## src/rtl/regfile_init_seq_if.sv

```systemverilog
// Load-stream handshake bundle for regfile_init_seq.
// master: loader drives valid/addr/data/last; slave: sequencer drives ready.
interface regfile_init_seq_if #(
  parameter int XLEN = 32
) ();
  logic            load_valid;
  logic            load_ready;
  logic [4:0]      load_addr;
  logic [XLEN-1:0] load_data;
  logic            load_last;

  modport master (
    output load_valid,
    output load_addr,
    output load_data,
    output load_last,
    input  load_ready
  );

  modport slave (
    input  load_valid,
    input  load_addr,
    input  load_data,
    input  load_last,
    output load_ready
  );
endinterface

```

## src/rtl/regfile_init_seq.sv

```systemverilog
// Regfile write-side init sequencer: clear sweep x1..xN-1, then streamed preload.
// Ports: clk, rst (sync, active-high), start, ld (load stream, slave),
//   regwrite/rd/writedata (regfile write port), core_stall, busy, done, err_x0.
// Optional REGFILE_INIT_READBACK_EN: adds VERIFY state, rs1/readdata1, mismatch.
module regfile_init_seq #(
  parameter int              NUM_REGS    = 32,
  parameter int              XLEN        = 32,
  parameter logic [XLEN-1:0] CLEAR_VALUE = '0
) (
  input  logic              clk,
  input  logic              rst,
  input  logic              start,
  regfile_init_seq_if.slave ld,
  output logic              regwrite,
  output logic [4:0]        rd,
  output logic [XLEN-1:0]   writedata,
  output logic              core_stall,
  output logic              busy,
  output logic              done,
  output logic              err_x0
`ifdef REGFILE_INIT_READBACK_EN
  ,
  output logic [4:0]        rs1,
  input  logic [XLEN-1:0]   readdata1,
  output logic              mismatch
`endif
);

  localparam int CW = 6;
  localparam logic [CW-1:0] LAST_REG = CW'(NUM_REGS - 1);

`ifdef REGFILE_INIT_READBACK_EN
  localparam logic [CW-1:0] VFY_END = CW'(NUM_REGS + 1);

  typedef enum logic [2:0] {
    S_IDLE,
    S_CLEAR,
    S_VERIFY,
    S_LOAD,
    S_DONE
  } state_e;
`else
  typedef enum logic [1:0] {
    S_IDLE,
    S_CLEAR,
    S_LOAD,
    S_DONE
  } state_e;
`endif

  state_e          state_q;
  state_e          state_d;
  logic [CW-1:0]   cnt_q;
  logic [CW-1:0]   cnt_d;

  logic            rdy_q;
  logic            rdy_d;
  logic            rw_d;
  logic [4:0]      rd_d;
  logic [XLEN-1:0] wd_d;
  logic            busy_d;
  logic            done_d;
  logic            err_d;
  logic            hs;

`ifdef REGFILE_INIT_READBACK_EN
  logic [4:0]      rs1_d;
  logic            iss_q;
  logic            iss_d;
  logic            v1_q;
  logic            v2_q;
  logic            mm_d;
`endif

  assign ld.load_ready = rdy_q;
  assign hs = ld.load_valid && rdy_q;

  always_ff @(posedge clk) begin
    if (rst) begin
      state_q <= S_IDLE;
      cnt_q   <= '0;
    end else begin
      state_q <= state_d;
      cnt_q   <= cnt_d;
    end
  end

  always_comb begin
    state_d = state_q;
    cnt_d   = cnt_q;
    unique case (state_q)
      S_IDLE: begin
        if (start) begin
          state_d = S_CLEAR;
          cnt_d   = CW'(1);
        end
      end
      S_CLEAR: begin
        if (cnt_q == LAST_REG) begin
`ifdef REGFILE_INIT_READBACK_EN
          state_d = S_VERIFY;
          cnt_d   = CW'(1);
`else
          state_d = S_LOAD;
          cnt_d   = '0;
`endif
        end else begin
          cnt_d = cnt_q + CW'(1);
        end
      end
`ifdef REGFILE_INIT_READBACK_EN
      // Two extra cycles drain the rs1 -> readdata1 pipeline.
      S_VERIFY: begin
        if (cnt_q == VFY_END) begin
          state_d = S_LOAD;
          cnt_d   = '0;
        end else begin
          cnt_d = cnt_q + CW'(1);
        end
      end
`endif
      S_LOAD: begin
        if (hs && ld.load_last) begin
          state_d = S_DONE;
        end
      end
      S_DONE: begin
        state_d = S_IDLE;
      end
      default: begin
        state_d = S_IDLE;
      end
    endcase
  end

  // Outputs are computed from the next state so they register in step with it.
  always_comb begin
    rw_d   = 1'b0;
    rd_d   = rd;
    wd_d   = writedata;
    rdy_d  = 1'b0;
    busy_d = (state_d != S_IDLE);
    done_d = (state_d == S_DONE);
    err_d  = err_x0;
`ifdef REGFILE_INIT_READBACK_EN
    rs1_d  = '0;
    iss_d  = 1'b0;
    mm_d   = mismatch;
    if (v2_q && (readdata1 != CLEAR_VALUE)) begin
      mm_d = 1'b1;
    end
`endif
    unique case (state_d)
      S_IDLE: begin
        rd_d = '0;
        wd_d = '0;
      end
      S_CLEAR: begin
        rw_d = 1'b1;
        rd_d = cnt_d[4:0];
        wd_d = CLEAR_VALUE;
      end
`ifdef REGFILE_INIT_READBACK_EN
      // rd parks on the top register so x0 forwarding cannot mask a read.
      S_VERIFY: begin
        rd_d = LAST_REG[4:0];
        if (cnt_d <= LAST_REG) begin
          rs1_d = cnt_d[4:0];
          iss_d = 1'b1;
        end
      end
`endif
      S_LOAD: begin
        rdy_d = 1'b1;
      end
      default: begin
      end
    endcase
    if (hs) begin
      if (ld.load_addr != 5'd0) begin
        rw_d = 1'b1;
        rd_d = ld.load_addr;
        wd_d = ld.load_data;
      end else begin
        err_d = 1'b1;
      end
    end
    if ((state_q == S_IDLE) && start) begin
      err_d = 1'b0;
`ifdef REGFILE_INIT_READBACK_EN
      mm_d  = 1'b0;
`endif
    end
  end

  always_ff @(posedge clk) begin
    if (rst) begin
      regwrite   <= 1'b0;
      rd         <= '0;
      writedata  <= '0;
      rdy_q      <= 1'b0;
      core_stall <= 1'b0;
      busy       <= 1'b0;
      done       <= 1'b0;
      err_x0     <= 1'b0;
    end else begin
      regwrite   <= rw_d;
      rd         <= rd_d;
      writedata  <= wd_d;
      rdy_q      <= rdy_d;
      core_stall <= busy_d;
      busy       <= busy_d;
      done       <= done_d;
      err_x0     <= err_d;
    end
  end

`ifdef REGFILE_INIT_READBACK_EN
  always_ff @(posedge clk) begin
    if (rst) begin
      rs1      <= '0;
      iss_q    <= 1'b0;
      v1_q     <= 1'b0;
      v2_q     <= 1'b0;
      mismatch <= 1'b0;
    end else begin
      rs1      <= rs1_d;
      iss_q    <= iss_d;
      v1_q     <= iss_q;
      v2_q     <= v1_q;
      mismatch <= mm_d;
    end
  end
`endif

endmodule

```

## src/flat_wrapper.sv

```systemverilog
// flat-port wrapper written by rule: the top's interface ports become plain ports
module regfile_init_seq_flat 
#(
  parameter int              NUM_REGS    = 32,
  parameter int              XLEN        = 32,
  parameter logic [XLEN-1:0] CLEAR_VALUE = '0
)
  (clk, rst, start, regwrite, rd, writedata, core_stall, busy, done, err_x0, ld_load_valid, ld_load_addr, ld_load_data, ld_load_last, ld_load_ready);
  regfile_init_seq_if #(.XLEN(XLEN)) ld_i ();
  input  logic clk;
  input  logic rst;
  input  logic start;
  output logic regwrite;
  output logic [4:0] rd;
  output logic [XLEN-1:0] writedata;
  output logic core_stall;
  output logic busy;
  output logic done;
  output logic err_x0;
  input wire logic [$bits(ld_i.load_valid)-1:0] ld_load_valid;
  input wire logic [$bits(ld_i.load_addr)-1:0] ld_load_addr;
  input wire logic [$bits(ld_i.load_data)-1:0] ld_load_data;
  input wire logic [$bits(ld_i.load_last)-1:0] ld_load_last;
  output wire logic [$bits(ld_i.load_ready)-1:0] ld_load_ready;
  assign ld_i.load_valid = ld_load_valid;
  assign ld_i.load_addr = ld_load_addr;
  assign ld_i.load_data = ld_load_data;
  assign ld_i.load_last = ld_load_last;
  assign ld_load_ready = ld_i.load_ready;
  regfile_init_seq #(.NUM_REGS(NUM_REGS), .XLEN(XLEN), .CLEAR_VALUE(CLEAR_VALUE)) u_core (.clk(clk), .rst(rst), .start(start), .ld(ld_i), .regwrite(regwrite), .rd(rd), .writedata(writedata), .core_stall(core_stall), .busy(busy), .done(done), .err_x0(err_x0));
endmodule
```

## config.mk

```make
export PLATFORM = sky130hd
export DESIGN_NAME = regfile_init_seq_flat
export DESIGN_NICKNAME = d
export VERILOG_FILES = /design/src/rtl/regfile_init_seq_if.sv /design/src/rtl/regfile_init_seq.sv /design/src/flat_wrapper.sv
export SDC_FILE = /design/constraint.sdc
export NUM_CORES = 1
export LEC_CHECK = 0
export BUFFER_PORTS_ARGS = -buffer_cell sky130_fd_sc_hd__buf_2
export CAP_MARGIN = 10
export CORE_MARGIN = 4
export CORE_UTILIZATION = 40
export CTS_CLUSTER_DIAMETER = 50
export CTS_CLUSTER_SIZE = 40
export DETAILED_ROUTE_END_ITERATION = 12
export PLACE_DENSITY = 0.7
export SYNTH_ARGS = -nofsm -noshare
export SYNTH_HDL_FRONTEND = slang
export SYNTH_SLANG_ARGS = --single-unit
```

## constraint.sdc

```tcl
create_clock -name clk -period 2.5 [get_ports clk]
set_input_delay 0.25 -clock clk [delete_from_list [all_inputs] [get_ports clk]]
set_output_delay 0.25 -clock clk [all_outputs]
set_load 0.05 [all_outputs]
```

==> run metrics, run 1 <==
Register Area=roughly 0.001 mm²; period utilisation layout=between 80% and 90%; Vias/cell=~5.2; worst path arrival time=roughly 2.3 ns; grt total ovfl=0; leakage dissipation=around 0.0011 µW; synth-to-layout area growth=27.9%; DRT Wirelength=4790 µm; worst r2r path cells=6; ANT nets after route=0; Hold Buf Count CTS=0; total core area=~0.0045 mm²; Tightest Pin Transition=0.469 ns; placed cell areas=between 0.002 and 0.0025 mm²; global route hottest layer=met2; cell area after synthesis=0.00190 mm²; share of synthesized registers carrying an async set or reset=0%; final instance area=~0.0024 mm²; pwr/cell area=slightly above 600 mW/mm²; startpoint type of the worst setup path=flip-flop; multi-input combinational cell area=roughly 800 µm²; CTS tree=yes; CTS buffer count=5; hold wc startpoint=ld_load_data[8]; root buffer cell=clkbuf_8; CTS H-tree depth=2; final setup fails=0; clk_skew=a little under 0.008 ns; internal reg-to-reg setup slack=~0.46 ns; CP max stage cell=dfxtp_1; met1 Use GR=20.3%; Post-synth EDFFs=0; Setup crit start=u_core.cnt_q[0]; vias in the first global route=1501; RePlAce Congestion=approximately 0.9; Crit Path Category=reg2reg; routed via count=between 1500 and 2000; Setup TNS=0 ns; first-pass GRT wire length=about 7600 µm; crit path max fanout=31; Max Slew Vio Count=0; GRT Total Usage=16.0%; Net Count, Synth=~230; Seq cells post-synth=50; post-synth cell types=between 40 and 50; Hold Path Sink=u_core.writedata[8]; layout cells sized above 1=roughly two fifths; fin nets=approximately 300; worst path required time=2.75 ns; post-CTS sizing=0; slowest stage delay, CP=roughly 0.44 ns; Post-CTS Setup Inserts=0; Antenna Cells=0; hpwl dp=3520 µm; cells along the critical path=ha_1, nand3_1, o21ai_4, and3b_1, buf_4, a22o_1; Post-Syn Instances=about 180; YS warnings=0; initial DRC count=63; Tightest Hold Check Type=in2reg; met2 Use GR=between 20% and 30%; count of port buffers added during placement=84; initial core utilization=42.4%; max_cap viols=0; die span in y=approximately 77 µm; Top Family by Delay on Critical Path=compound AO/OA/AOI/OAI gates; worst skew pair latency=around 0.31 ns; final hold vios=0; Syn Area/Cell=10.4 µm²; Max Freq=around 500 MHz; DR DRC count=0; CP Capture Type=flip-flop; Fillers=between 400 and 500; Rel. slew slack=around two thirds; clock slew at reported path FFs=approximately 0.10 ns; worst setup margin=roughly 0.46 ns; largest net degree at the start of global routing=32; post-synthesis sequential area ratio=a little over half; met3 usage=4.33%; status=complete, no violations; Worst Path Buf+Inv=1; pre-CTS WS=0.498 ns; row cnt=24; post-layout min period=just over 2 ns; reg2reg end=u_core.writedata[17]; die area=0.00591 mm²; IO Pins=85; most used flip-flop cell after synthesis=dfxtp_1; Die X=approximately 77 µm; maximum VDD drop=252 µV; antenna violations before repair=0; routed len/inst=roughly 15 µm; CTS Buffer Depth=2; Hold Path Stages=2; CTS Sinks=50; Pre-antenna DRT Iters=4; reg2reg start=u_core.cnt_q[0]; unrepaired setup endpoints after global routing=no
through the flow:
stage	std cells	hold WS, ns	power (µW)	util [%]
global route	315	0.132	1560	54.2
floorplan	182	0.359	891	-
CTS	315	0.139	1520	54.2
global placement	307	0.455	941	51.6
detailed placement	307	0.456	941	51.6
finish	315	0.146	1500	54.2
worst register-to-register path, cell delays in order, from the launching register on:
cell	delay, ns
dfxtp_1	0.44
ha_1	0.31
nand3_1	0.27
o21ai_4	0.28
and3b_1	0.18
buf_4	0.30
a22o_1	0.21
sequential cells by signal, indices dropped and copies added, names as in the netlist:
name	flops
u_core.writedata	32
u_core.cnt_q	6
u_core.rd	5
u_core.state_q	2
u_core.core_stall	1
u_core.done	1
u_core.err_x0	1
u_core.ld.load_ready	1
u_core.regwrite	1
logic make-up after synthesis:
| group | synth area share [%] |
|---|---|
| compound gates | 25.5 |
| buf+inv | 5.34 |
| simple gates | 14.4 |
| flops | 52.8 |
| xor+xnor | 1.39 |
| fa+ha+maj | 0.660 |
area by class of cell:
type                       instances  share of cell area, %
clock buffer                       5                   2.84
clock inverter                     3                   2.01
inverter                           2                  0.309
multi-input combinational        117                   33.0
sequential                        50                   41.3
tap                               52                   2.68
timing repair buffer              86                   17.9
layout by cell type, fill, tap and decap left out, drive strengths merged, types with 4 or more instances in the layout:
| cell | n |
|---|---|
| a21oi | 12 |
| a22o | 31 |
| buf | 86 |
| clkbuf | 5 |
| dfxtp | 50 |
| nand2 | 13 |
| nand3 | 4 |
| nor2 | 9 |
| nor3 | 6 |
| o21ai | 5 |
synth_stat cells, types with 2 or more instances:
master / number / area [µm²]
nor2_1: 9 / 33.8
nor2b_1: 3 / 18.8
a21oi_1: 12 / 60.1
nand2_1: 13 / 48.8
nor3_1: 6 / 30.0
and2_1: 3 / 18.8
buf_8: 3 / 45.0
o21ai_0: 3 / 15.0
nand2b_1: 2 / 12.5
a22oi_1: 2 / 15.0
inv_1: 2 / 7.51
dfxtp_1: 50 / 1000
a31oi_1: 3 / 18.8
a211oi_1: 2 / 15.0
clkbuf_1: 7 / 26.3
a22o_1: 30 / 263
o21a_1: 2 / 15.0
nand3_1: 4 / 20.0
xnor2_1: 2 / 17.5
o21ai_4: 2 / 32.5
worst max path at each step:
stage,to,cells past startpoint
detailed placement,u_core.writedata[26],6
global placement,u_core.writedata[17],6
floorplan,u_core.writedata[10],7
finish,u_core.writedata[17],6
CTS,u_core.writedata[26],6
global route,u_core.writedata[12],6
where the power goes:
| part | leakage, µW | switching [µW] | internal (µW) | total (µW) |
|---|---|---|---|---|
| logic | 0.000647 | 64.1 | 44.2 | 108 |
| registers | 0.000404 | 10.3 | 805 | 815 |
| clock network | 0.0000563 | 276 | 305 | 581 |
| total | 0.00111 | 350 | 1150 | 1500 |
metal layers:
layer,wire length (µm),vias up
met5,0,-
met2,2270,52
li1,-,825
met4,63,0
met3,348,6
met1,2110,744
Power figures use the tool's default switching activity.
==> inputs of run 2 (changes only) <==
Settings changed: PLACE_DENSITY 0.7 to 0.72.
Clock period 2.5 ns to 1.7 ns, I/O delays scaled along.
==> run metrics, run 2 (synthesized netlist as in run 1, its figures left out) <==
Hold Buf Count CTS=0 (unchanged); Register Area=0.00100 mm² (about the same); GRT Total Usage=16.4% (was 16.0%); Hold Path Stages=2 (unchanged); DRT Wirelength=4860 µm (was 4790 µm); routed len/inst=14.9 µm (was 15.2 µm); initial DRC count=57 (was 63); CTS H-tree depth=2 (unchanged); row cnt=24 (unchanged); Rel. slew slack=74.1% (was 68.6%); vias in the first global route=1594 (was 1501); count of port buffers added during placement=84 (unchanged); max FFs per register=32 (unchanged); pwr/cell area=828 mW/mm² (was 620 mW/mm²); CTS buffer count=5 (unchanged); CTS tree=yes (unchanged); DR DRC count=0 (unchanged); RePlAce Congestion=0.973 (was 0.903); Largest regs=u_core.writedata x32, u_core.cnt_q x6, u_core.rd x5 (unchanged); Max Freq=643 MHz (was 491 MHz); Vias/cell=5.24 (was 5.17); CP Capture Type=flip-flop (unchanged); worst r2r path cells=5 (was 6); largest register by flop count=u_core.writedata (unchanged); fin nets=316 (was 305); switching share of total power=23.5% (was 23.3%); routed via count=1707 (was 1627); ANT nets after route=0 (unchanged); final hold vios=0 (unchanged); Tightest Hold Check Type=in2reg (unchanged); first-pass GRT wire length=7850 µm (was 7590 µm); worst path required time=1.93 ns (was 2.75 ns); clk_skew=0.00831 ns (was 0.00775 ns); Die X=76.9 µm (unchanged); max_cap viols=0 (unchanged); antenna violations before repair=0 (unchanged); status=complete, no violations (unchanged); final instance area=0.00252 mm² (was 0.00243 mm²); maximum VDD drop=377 µV (was 252 µV); startpoint type of the worst setup path=flip-flop (unchanged); final setup fails=0 (unchanged); root buffer cell=clkbuf_8 (unchanged); placed cell areas=0.00242 mm² (was 0.00231 mm²); Post-CTS Setup Inserts=0 (unchanged); IO Pins=85 (unchanged); Clk pwr share=34.3% (was 38.6%); Fillers=403 (was 447); largest net degree at the start of global routing=32 (unchanged); total core area=0.00447 mm² (unchanged); Setup TNS=0 ns (unchanged); grt total ovfl=0 (unchanged); unrepaired setup endpoints after global routing=no (unchanged); combinational power share=8.4% (was 7.2%); Tightest Pin Transition=0.388 ns (was 0.469 ns); Pre-antenna DRT Iters=4 (unchanged); CTS Buffer Depth=2 (unchanged); die area=0.00591 mm² (unchanged); multi-input combinational cell area=800 µm² (unchanged); NetSw=491 µW (was 350 µW); worst path arrival time=1.79 ns (was 2.29 ns); post-CTS sizing=0 (unchanged); crit path max fanout=31 (unchanged); Crit Path Category=reg2reg (unchanged); CTS Sinks=50 (unchanged); P_int=1590 µW (was 1150 µW); Reg power frac=57.3% (was 54.2%); synth-to-layout area growth=32.7% (was 27.9%); hpwl dp=3670 µm (was 3520 µm); final hold slack=0.0806 ns (was 0.146 ns); Max Slew Vio Count=0 (unchanged); leakage dissipation=0.00116 µW (was 0.00111 µW); period utilisation layout=91.4% (was 81.5%); Antenna Cells=0 (unchanged); initial core utilization=42.4% (unchanged); post-layout min period=1.55 ns (was 2.04 ns); worst skew pair latency=0.29 ns (was 0.31 ns); clock slew at reported path FFs=0.09 ns (was 0.10 ns); layout cells sized above 1=40.9% (was 38.0%); commonest non-fill, non-tap cells in the layout=84 x buf_2, 49 x dfxtp_1, 30 x a22o_1, 13 x nand2_1, 12 x a21oi_1 (was 84 x buf_2, 50 x dfxtp_1, 30 x a22o_1, 13 x nand2_1, 12 x a21oi_1); die span in y=76.9 µm (unchanged); commonest non-fill, non-tap cell in the layout=buf_2 (unchanged)
-- run 2: per-stage QoR --
stage          instances  setup slack [ns]  utilization (%)  total power (µW)
2_1_floorplan        182           0.00415                -              1310
3_3_place_gp         318             0.110             54.0              1400
3_5_place_dp         318            0.0844             54.0              1400
4_1_cts              326             0.158             56.3              2110
5_1_grt              326            0.0393             56.3              2180
6_report             326             0.146             56.3              2080
-- run 2: final timing paths --
kind | slack, ns | to | start
setup / recovery | 0.15 | u_core.writedata[3] | u_core.cnt_q[4]
hold / removal | 0.08 | u_core.writedata[19] | ld_load_data[19]
setup reg to reg | 0.15 | u_core.writedata[3] | u_core.cnt_q[4]
hold reg to reg | 0.47 | u_core.rd[0] | u_core.rd[0]
-- run 2: cell type report --
type / instances / share of cell area (%)
clock buffer: 6 / 3.28
clock inverter: 2 / 0.696
inverter: 2 / 0.298
multi-input combinational: 117 / 31.8
sequential: 50 / 39.8
tap: 52 / 2.58
timing repair buffer: 97 / 21.6
-- run 2: worst max-delay path, stage by stage, from the launching register on --
cell       delay (ns)
dfxtp_1          0.44
nand4bb_1        0.27
o21ai_4          0.21
and3b_1          0.22
buf_12           0.19
a22o_1           0.16
-- run 2: routing by layer --
layer	GRT usage [%]	wire length, µm
met1	21.9	2180
met2	26.0	2220
met3	4.57	406
met4	4.35	40
met5	0	0
-- run 2: power by group through the flow --
| stage | Clock [µW] | Combinational (µW) | Sequential (µW) |
|---|---|---|---|
| finish | 715 | 176 | 1190 |
| global route | 795 | 192 | 1200 |
| CTS | 744 | 176 | 1190 |
| detailed placement | 0 | 175 | 1220 |
| floorplan | 0 | 62.5 | 1250 |
| global placement | 0 | 177 | 1220 |
==> inputs of run 3 (changes only) <==
Settings changed: ABC_AREA set to 1, MAX_ROUTING_LAYER set to met4, PLACE_DENSITY 0.72 to 0.69.
Clock period 1.7 ns to 1.9 ns, I/O delays scaled along.
==> run metrics, run 3 <==
status=complete, no violations (unchanged); Setup crit start=u_core.cnt_q[1] (was u_core.cnt_q[4]); largest register by flop count=u_core.writedata (unchanged); pwr/cell area=739 mW/mm² (was 828 mW/mm²); commonest non-fill, non-tap cells in the layout=84 x buf_2, 73 x nand2_1, 50 x dfxtp_1, 40 x nand3_1, 19 x o21ai_1 (was 84 x buf_2, 49 x dfxtp_1, 30 x a22o_1, 13 x nand2_1, 12 x a21oi_1); pre-CTS WS=0.319 ns (was 0.0844 ns); CP Capture Type=flip-flop (unchanged); routed via count=1875 (was 1707); post-synthesis sequential area ratio=50.2% (was 52.8%); cell area after synthesis=0.00200 mm² (was 0.00190 mm²); crit path max fanout=32 (was 31); Antenna Cells=0 (unchanged); fin nets=382 (was 316); Vias/cell=4.61 (was 5.24); Die X=78.6 µm (was 76.9 µm); worst path required time=2.13 ns (was 1.93 ns); total core area=0.00479 mm² (was 0.00447 mm²); initial DRC count=85 (was 57); Total Power=1880 µW (was 2080 µW); initial core utilization=41.7% (was 42.4%); layout cells sized above 1=30.6% (was 40.9%); synth-to-layout area growth=27.6% (was 32.7%); Largest regs=u_core.writedata x32, u_core.cnt_q x6, u_core.rd x5 (unchanged); max FFs per register=32 (unchanged); die span in y=78.6 µm (was 76.9 µm); slowest stage delay, CP=0.38 ns (was 0.44 ns); Crit Path Category=reg2reg (unchanged); Tightest Hold Check Type=in2reg (unchanged); die area=0.00618 mm² (was 0.00591 mm²); Syn Area/Cell=7.71 µm² (was 10.4 µm²); ANT nets after route=0 (unchanged); GRT Total Usage=16.2% (was 16.4%); Synth area leader=dfxtp_1 (unchanged); Synth top area share=50.2% (was 52.8%); Net Count, Synth=302 (was 225); routed len/inst=11.5 µm (was 14.9 µm); worst setup margin=0.306 ns (was 0.146 ns); post-layout min period=1.59 ns (was 1.55 ns); period utilisation layout=83.9% (was 91.4%); Max Freq=627 MHz (was 643 MHz); CTS Sinks=50 (unchanged); CTS H-tree depth=2 (unchanged); cells along the critical path=ha_1, nand3_2, nor2_2, nand2_2, nand2_4, nand2_4, inv_6, nand3_1, o21ai_1 (was nand4bb_1, o21ai_4, and3b_1, buf_12, a22o_1); CTS buffer count=5 (unchanged); RePlAce Congestion=0.825 (was 0.973); worst skew pair latency=0.30 ns (was 0.29 ns); hold wc startpoint=ld_load_data[8] (was ld_load_data[19]); grt total ovfl=0 (unchanged); maximum VDD drop=433 µV (was 377 µV); first-pass GRT wire length=7710 µm (was 7850 µm); root buffer cell=clkbuf_8 (unchanged); Seq cells post-synth=50 (unchanged); DR DRC count=0 (unchanged); Post-CTS Setup Inserts=0 (unchanged); most common cell in the netlist=nand2_1 (was dfxtp_1); Finished Core Util=53.2% (was 56.3%); Crit path top cell by count=nand2_4; row cnt=25 (was 24); main area contributors after synthesis=dfxtp_1 50%, nand2_1 14%, nand3_1 10% (was dfxtp_1 53%, a22o_1 14%, a21oi_1 3.2%); final instance area=0.00255 mm² (was 0.00252 mm²); DRT Wirelength=4700 µm (was 4860 µm); clock slew at reported path FFs=0.08 ns (was 0.09 ns); vias in the first global route=1745 (was 1594); Rel. slew slack=77.5% (was 74.1%); final hold vios=0 (unchanged); top cells by count, synth=74 x nand2_1, 50 x dfxtp_1, 40 x nand3_1, 19 x o21ai_1, 15 x o21ai_0 (was 50 x dfxtp_1, 30 x a22o_1, 13 x nand2_1, 12 x a21oi_1, 9 x nor2_1); final setup fails=0 (unchanged); max_cap viols=0 (unchanged); Hold Buf Count CTS=0 (unchanged); antenna violations before repair=0 (unchanged); CTS tree=yes (unchanged); Max Slew Vio Count=0 (unchanged); CTS Buffer Depth=2 (unchanged); count of port buffers added during placement=84 (unchanged); commonest non-fill, non-tap cell in the layout=buf_2 (unchanged); startpoint type of the worst setup path=flip-flop (unchanged); Post-synth EDFFs=0 (unchanged); clk_skew=0.00293 ns (was 0.00831 ns); post-CTS sizing=0 (unchanged); CP max stage cell=dfxtp_1 (unchanged); post-synth cell types=26 (was 42); most used flip-flop cell after synthesis=dfxtp_1 (unchanged); hpwl dp=3440 µm (was 3670 µm); placed cell areas=0.00245 mm² (was 0.00242 mm²); reg2reg start=u_core.cnt_q[1] (was u_core.cnt_q[4]); Tightest Pin Transition=0.338 ns (was 0.388 ns); unrepaired setup endpoints after global routing=no (unchanged); share of synthesized registers carrying an async set or reset=0% (unchanged); Pre-antenna DRT Iters=4 (unchanged); Setup TNS=0 ns (unchanged); YS warnings=0 (unchanged); worst path arrival time=1.83 ns (was 1.79 ns); Post-Syn Instances=259 (was 182); leakage dissipation=0.00121 µW (was 0.00116 µW); largest net degree at the start of global routing=71 (was 32); IO Pins=85 (unchanged)
run 3: changes by cell type after synthesis, moves of 3 or more:
cell | previous run | this run
buf_8 | 3 | 0
o21ai_1 | 0 | 19
nor3_1 | 6 | 1
nor2b_1 | 3 | 0
buf_2 | 0 | 3
nand2_1 | 13 | 74
inv_1 | 2 | 8
a22o_1 | 30 | 0
and2_1 | 3 | 0
o21ai_0 | 3 | 15
nand3_1 | 4 | 40
run 3: cell type report:
class / instances / area [µm²]
clock buffers: 7 / 86.3
fillers: 478 / 2240
inverters: 11 / 46.3
clock inverters: 1 / 5.00
multi-input cells: 183 / 861
flip-flops and latches: 50 / 1000
repair buffers: 88 / 463
well taps: 67 / 83.8
run 3: routing by layer:
| metal | GRT usage, % | up-vias | share of wire, % | wire (µm) |
|---|---|---|---|---|
| li1 | - | 1010 | - | - |
| met1 | 20.3 | 805 | 47 | 2210 |
| met2 | 24.2 | 55 | 44 | 2070 |
| met3 | 6.19 | 5 | 7.6 | 357 |
| met4 | 5.24 | 0 | 1.4 | 66 |
| met5 | - | - | 0 | 0 |
run 3: stage by stage:
step	hold slack [ns]	instances
floorplan	0.259	259
global placement	0.436	399
detailed placement	0.442	399
CTS	0.118	407
global route	0.118	407
finish	0.128	407
run 3: final timing paths:
| kind | to | slack (ns) | cells after the start |
|---|---|---|---|
| setup / recovery | u_core.writedata[29] | 0.31 | 9 |
| hold / removal | u_core.writedata[8] | 0.13 | 3 |
| setup reg to reg | u_core.writedata[29] | 0.31 | 9 |
| hold reg to reg | u_core.writedata[3] | 0.47 | 2 |
run 3: cell families after synthesis:
| kind of cell | Yosys count | synth area share, % |
|---|---|---|
| xor gates and xnor gates | 1 | 0.439 |
| and+or+nand+nor | 132 | 29.5 |
| buffers and inverters | 26 | 6.83 |
| AOI/OAI and AO/OA | 49 | 12.5 |
| adders and majority gates | 1 | 0.627 |
| DFF | 50 | 50.2 |
run 3: report_power, final:
group          switching [µW]  leakage (µW)  internal, µW
clock                     326     0.0000482           294
sequential               10.8      0.000404          1060
combinational             119      0.000753          67.7
run 3: worst max-delay path, delay by kind of cell, from the launching register on:
family,cells,cell delay [ns]
flops,1,0.38
simple gates,6,0.62
buf+inv,1,0.19
fa+ha+maj,1,0.25
compound gates,1,0.09
